## config.mk

```make
export PLATFORM = sky130hd
export DESIGN_NAME = tx_framer
export DESIGN_NICKNAME = d
export VERILOG_FILES = /design/src/rtl/tx_framer.sv
export SDC_FILE = /design/constraint.sdc
export NUM_CORES = 1
export LEC_CHECK = 0
export ABC_AREA = 1
export CAP_MARGIN = 30
export CORE_MARGIN = 4
export CORE_UTILIZATION = 41
export DETAILED_ROUTE_END_ITERATION = 16
export PLACE_DENSITY = 0.8
export SLEW_MARGIN = 20
export SYNTH_ARGS = -nofsm -noshare
export SYNTH_HDL_FRONTEND = slang
export SYNTH_SLANG_ARGS = --single-unit
```

## constraint.sdc

```tcl
create_clock -name clk -period 1.55 [get_ports clk]
set_input_delay 0.155 -clock clk [delete_from_list [all_inputs] [get_ports clk]]
set_output_delay 0.155 -clock clk [all_outputs]
set_load 0.05 [all_outputs]
```

## src/rtl/tx_framer.sv

```systemverilog
// Transmit framer: prepends a 4-bit sync header to 124-bit payload beats and sends
// training/idle frames so the remote aligner can lock. Optional scrambler: TX_SCRAMBLE_EN.
module tx_framer #(
  parameter int unsigned  TRAIN_CYCLES = 1024,
  parameter int unsigned  IDLE_PERIOD  = 256,
  parameter logic [123:0] IDLE_PAYLOAD = '0
) (
  input  logic         clk,
  input  logic         rst,
  input  logic         tx_en,
  input  logic [123:0] s_tdata,
  input  logic         s_tctrl,
  input  logic         s_tvalid,
  output logic         s_tready,
  output logic [127:0] txdata_out,
  output logic         tx_training
);

  localparam logic [3:0]  HDR_CTRL   = 4'b1010;
  localparam logic [3:0]  HDR_DATA   = 4'b0101;
  localparam logic [19:0] TRAIN_LAST = 20'(TRAIN_CYCLES - 1);
  localparam logic [15:0] IDLE_LAST  = 16'(IDLE_PERIOD - 1);
  localparam bit          IDLE_EN    = (IDLE_PERIOD != 0);

  typedef enum logic {
    TRAIN,
    RUN
  } state_t;

  state_t        state, state_next;
  logic [19:0]   train_cnt, train_cnt_next;
  logic [15:0]   idle_cnt, idle_cnt_next;
  logic          idle_slot;
  logic          accept;
  logic [3:0]    header;
  logic [123:0]  payload;
  logic [123:0]  payload_tx;

  // With IDLE_PERIOD=0 the slot compare is constant-false and idle_cnt wraps freely.
  assign idle_slot = IDLE_EN && (idle_cnt == IDLE_LAST);

  // NOTE: every output of a combinational block gets a default first, so no path infers a latch.
  always_comb begin
    state_next     = state;
    train_cnt_next = train_cnt;
    idle_cnt_next  = idle_cnt;
    s_tready       = 1'b0;
    if (!tx_en) begin
      state_next     = TRAIN;
      train_cnt_next = '0;
      idle_cnt_next  = '0;
    end else begin
      case (state)
        TRAIN: begin
          if (train_cnt == TRAIN_LAST) begin
            state_next     = RUN;
            train_cnt_next = '0;
          end else begin
            train_cnt_next = train_cnt + 20'd1;
          end
        end
        RUN: begin
          s_tready      = !idle_slot;
          idle_cnt_next = idle_slot ? 16'd0 : idle_cnt + 16'd1;
        end
        default: state_next = TRAIN;
      endcase
    end
  end

  // Anything not accepted this cycle becomes an idle frame.
  always_comb begin
    accept  = s_tvalid && s_tready;
    header  = HDR_CTRL;
    payload = IDLE_PAYLOAD;
    if (accept) begin
      header  = s_tctrl ? HDR_CTRL : HDR_DATA;
      payload = s_tdata;
    end
  end

`ifdef TX_SCRAMBLE_EN
  logic [57:0] scr_state, scr_next;

  // Self-synchronous x^58+x^39+1, MSB first; state holds the previous scrambled bits.
  always_comb begin
    scr_next   = scr_state;
    payload_tx = '0;
    for (int i = 123; i >= 0; i--) begin
      payload_tx[i] = payload[i] ^ scr_next[38] ^ scr_next[57];
      scr_next      = {scr_next[56:0], payload_tx[i]};
    end
  end

  always_ff @(posedge clk) begin
    if (rst) scr_state <= '1;
    else     scr_state <= scr_next;
  end
`else
  assign payload_tx = payload;
`endif

  // NOTE: registers are updated with non-blocking assignments so every flop samples pre-edge values.
  always_ff @(posedge clk) begin
    if (rst) begin
      state       <= TRAIN;
      train_cnt   <= '0;
      idle_cnt    <= '0;
      txdata_out  <= {HDR_CTRL, IDLE_PAYLOAD};
      tx_training <= 1'b1;
    end else begin
      state       <= state_next;
      train_cnt   <= train_cnt_next;
      idle_cnt    <= idle_cnt_next;
      txdata_out  <= {header, payload_tx};
      tx_training <= (state_next == TRAIN);
    end
  end

endmodule

```

==> After elaboration in Yosys (flattened, before gate mapping) <==
Index checks and enable logic that the tools add are counted.
{ "totals": {"wordCells": 24, "inputBits": 129, "output_inout_bits": 130, "regBits": 166} }
{ "classes": {"bitwise_logic": 3, "add_sub_neg": 2, "eq_ne": 2, "mux": 8, "reduce_logical": 4} }
{ "ops": {"columns": ["operator", "count"], "rows": [
  ["20-bit by 1-bit adder with 20-bit output (second input constant)", 1],
  ["20-bit by 10-bit == test with 1-bit output (second input constant)", 1],
  ["20-bit two-way mux", 1],
  ["16-bit by 1-bit adder with 16-bit output (second input constant)", 1],
  ["16-bit by 8-bit == test with 1-bit output (second input constant)", 1],
  ["16-bit two-way mux", 1],
  ["1-bit two-way mux", 5],
  ["4-bit two-way mux", 1],
  ["2-bit OR reduction", 2],
  ["1-bit NOT", 3],
  ["1-bit logical AND", 1],
  ["1-bit zero test", 1]
]} }

==> Depth between registers and ports, before layout <==
{ "logic_depth": {"word_depth": 7, "depth_mapped": 10, "mapped_depth_nobuf": 9} }

==> Least setup slack after synthesis <==
OpenSTA, ideal clock, no wires.
{ "synth_timing": {"path_type": "register -> output", "from": "register idle_cnt[0]", "to": "output s_tready", "path_stages_with_launch": 9, "arrival_time_ns": 1.560, "path_buffers": 0, "path_slack_ns": -0.165, "path_cell_list": "dfxtp_1 -> ha_1 -> nand2_1 -> inv_1 -> nand2_1 -> nor2_1 -> nand2_2 -> nand2_1 -> nor2_1"} }
{ "synth_between": {"elab_chain_len": 4} }
{ "synth_rtl": {"columns": ["element", "line", "rtl"], "rows": [
  ["start, declared", "32", "logic [15:0] idle_cnt, idle_cnt_next;"],
  ["start signal, assigned", "114", "idle_cnt <= idle_cnt_next;"],
  ["16-bit by 8-bit == test with 1-bit output", "40", "assign idle_slot = IDLE_EN && (idle_cnt == IDLE_LAST);"],
  ["1-bit zero test", "63", "s_tready = !idle_slot;"],
  ["1-bit two-way mux", "53", "case (state)"],
  ["1-bit two-way mux", "48", "if (!tx_en) begin"],
  ["end, declared", "14", "output logic s_tready,"]
]} }
Every way passes these cells.

==> Worst setup path after layout <==
{ "layout_timing": {"from": "register idle_cnt[0]", "to": "register idle_cnt[10]"} }
{ "layout_between": {"elab_chain_len": 2, "elab_cells_between_ends": 3, "cone_classes": "1 x add/sub; 1 x eq/ne; 1 x mux"} }
{ "layout_rtl": {"columns": ["element", "line", "rtl"], "rows": [
  ["16-bit by 1-bit adder with 16-bit output / 16-bit by 8-bit == test with 1-bit output (equally long branches)", "64, 40", null],
  ["16-bit two-way mux *", "64", "idle_cnt_next = idle_slot ? 16'd0 : idle_cnt + 16'd1;"]
]} }
Mark *: on every way between the ends. The rest lies on a longest branch, timed or not.
A chain may end at the register's enable or synchronous reset.

==> impl_metrics.yaml <==
grt:
  grt_max_degree: 21
  overflow: 0
  grt_pass1_wl_microns: 27190
  grt_pass1_vias: 5251
  track_usage_pct: 22.34
  grt_antenna_before_repair: 0
timing:
  skew_ps: 7.997
  post-route-min-period_ps: 1856
  max_slew_margin_pct: 82.40
  final-hold-violation-count: 0
  worst_pin_slew_ps: 263.1
  rsz0062_at_grt: "yes"
  fmax_ghz: 0.5388
  setup_ws_ps: -306.0
  maxSlewViolCount: 0
  period_share_pct: 119.7
  finalSetupViolations: 130
synth:
  syn_area_sq_um: 5592
  synthCells: 701
  synth_edf_count: 0
  synth_top_area_cell: "dfxtp_1"
  ys_seq_area_share_pct: 58.72
  ys_async_sr_fraction_pct: 0
  synth_flop_cell: "dfxtp_1"
  yosys-top-cells-area: "dfxtp_1, nor2_1, inv_1, nand2_1, nand3_1"
  netlist_top_cells_count: "nor2_1, dfxtp_1, inv_1"
  ys_warn_count: 0
  synth_most_common_cell: "nor2_1"
  ys_types: 23
  syn_nets: 832
  synth-seq-cells: 164
  syn_area_per_cell_sq_um: 7.977
  yosysTopAreaCellShare_pct: 58.72
route:
  ant_nets: 0
  first_iter_violations: 361
  vias: 5496
  avgViaCountPerCell: 4.542
  first_pass_iters: 5
  drc: 0
  avgRoutedWirePerCell_microns: 15.40
  routed_wl_microns: 18630
floorplanning:
  die-area_sq_um: 15570
  coreArea_sq_um: 13300
  die_w_microns: 124.8
  std_cell_rows: 42
  io_pins: 259
  fp.dieH_microns: 124.8
  start_util_pct: 42.06
power:
  power_frac_seq_pct: 46.1
  p_leak_nw: 4.697
  power.total_mw: 9.144
  ir_worst_vdd_v: 0.0007045
  switchingPower_mw: 1.809
  cellPowerDensity_nw_per_um2: 953.6
  p_sw_share_pct: 19.79
  p_clk_share_pct: 49.0
  p_int_mw: 7.334
  power_frac_comb_pct: 4.9
setup_path:
  worstPathRequired_ps: 1860
  critPathKind: "reg2reg"
  crit_chain: "ha_4 > nand2_2 > inv_2 > buf_4 > buf_4 > buf_4 > buf_4 > buf_4 > buf_4 > nand3_2 > nor2_2 > nand2_1 > xor2_1 > nor2_1"
  crit_fanout: 3
  crit_buf_inv: 7
  slowest_delay_ps: 340
  endpoint_kind: "flip-flop"
  cp_top_family: "buffers and inverters"
  path_depth: 14
  critPathArrivalTime_ps: 2160
  r2r_cells: 14
  critPathSlowestCell: "dfxtp_2"
  path_common_cell: "buf_4"
  crit_path_start_kind: "flip-flop"
clock_network:
  path_clk_slew_ps: 60
  htree_levels: 4
  max-clock-path-buffers: 2
  cts_sinks: 164
  clk-insertion-delay-late_ps: 420
  cts_root_buffer: "clkbuf_16"
  cts_tree: "built"
  numCtsBuffers: 17
final_layout:
  n_antenna_cell: 0
  drive_above_1_share_pct: 25.82
  syn_to_final_growth_pct: 71.49
  nNetsFinal: 1152
  final_util_pct: 72.13
hold_path:
  min_path_cells: 3
  hold_path.class: "in2reg"
status:
  violations: "negative setup slack"
  status: "complete, but fails checks"
placed_design:
  gp_congestion: 0.9249
  portBuffers: 258
  hpwl_microns: 12450
run:
  drv_cap: 0
## cells by family (layout without fill, tap and decap cells)
group / count (synthesis) / in the layout / share of synthesized area, %
xor gates and xnor gates: 17 / 17 / 2.663
AOI/OAI and AO/OA: 16 / 16 / 1.477
adders and majority gates: 2 / 2 / 0.4475
and+or+nand+nor: 322 / 322 / 23.47
DFF: 164 / 164 / 58.72
buffers and inverters: 180 / 513 / 13.22
## sequential cells by signal, indices dropped and copies added (netlist names)
name,flops
idle_cnt,16
txdata_out,126
train_cnt,20
tx_training,1
state,1
## worst register-to-register path: stages (launching register included)
cell,delay (ps)
dfxtp_2,340
ha_4,170
nand2_2,60
inv_2,40
buf_4,120
buf_4,120
buf_4,130
buf_4,120
buf_4,120
buf_4,120
nand3_2,60
nor2_2,50
nand2_1,60
xor2_1,160
nor2_1,60
## metrics by stage
| stage | TNS [ps] | hold WS (ps) | area (sq um) | setup slack, ps | instances |
|---|---|---|---|---|---|
| 4_1_cts | -13230 | 224.2 | 9244 | -272.9 | 1201 |
| 5_1_grt | -27390 | 235.6 | 9589 | -400.8 | 1210 |
| 3_3_place_gp | -33.86 | 483.8 | 8215 | -33.86 | 1144 |
| 2_1_floorplan | 0 | 238.9 | 5594 | 53.02 | 701 |
| 6_report | -15090 | 248.4 | 9589 | -306.0 | 1210 |
| 3_5_place_dp | -223.0 | 496.4 | 8215 | -65.77 | 1144 |
## final timing paths
check	from	endpoint	slack [ps]
hold reg to reg	train_cnt[1]	train_cnt[1]	500
hold / removal	s_tdata[13]	txdata_out[13]	250
setup / recovery	idle_cnt[0]	idle_cnt[10]	-310
setup reg to reg	idle_cnt[0]	idle_cnt[10]	-310
## power groups by stage
stage                     registers [mW]  logic (mW)  clock network, mW
after floorplan                     4.31      0.0817                  0
after global placement              4.31       0.421                  0
after detailed placement            4.31       0.428                  0
after CTS                           4.22       0.437               4.54
after global routing                4.22       0.481               4.73
final                               4.22       0.448               4.48
## layer usage
layer	wire [microns]	track usage [%]	vias to the layer above	part of all wire [%]
met2	9964	40.62	257	53
met1	6876	23.80	2524	37
met3	1395	6.561	32	7.5
li1	-	-	2683	-
met4	398	9.929	0	2.1
met5	0	0	-	0
## cell usage in the layout (no fill, tap or decap), types with 7 or more instances in the layout
cell / netlist / layout
a21oi_1: 9 / 9
buf_12: 0 / 10
buf_4: 2 / 160
buf_6: 6 / 10
buf_8: 0 / 7
clkbuf_16: 0 / 23
clkdlybuf4s50_1: 0 / 128
dfxtp_1: 164 / 160
inv_1: 153 / 152
nand2_1: 71 / 65
nand3_1: 29 / 27
nand4_1: 15 / 15
nor2_1: 199 / 178
nor2_2: 0 / 15
xor2_1: 11 / 11
## area by class of cell
cell class	count	area, sq um
clock buffers	22	464.2
flip-flops and latches	164	3288
multi-input cells	357	1702
well taps	176	220.2
clock inverters	10	168.9
repair buffers	325	3161
inverters	156	585.6
fillers	909	3706
## timing repair
item | 4_1_cts | 5_1_grt
hold buffers | 0 | 0
setup endpoints to repair | 4 | 143
setup buffers | 24 | 3
gates cloned | 3 | 7
resized for setup | 35 | 48
pin swaps | 2 | 10
Note: power is estimated with default switching activity, not from simulation.
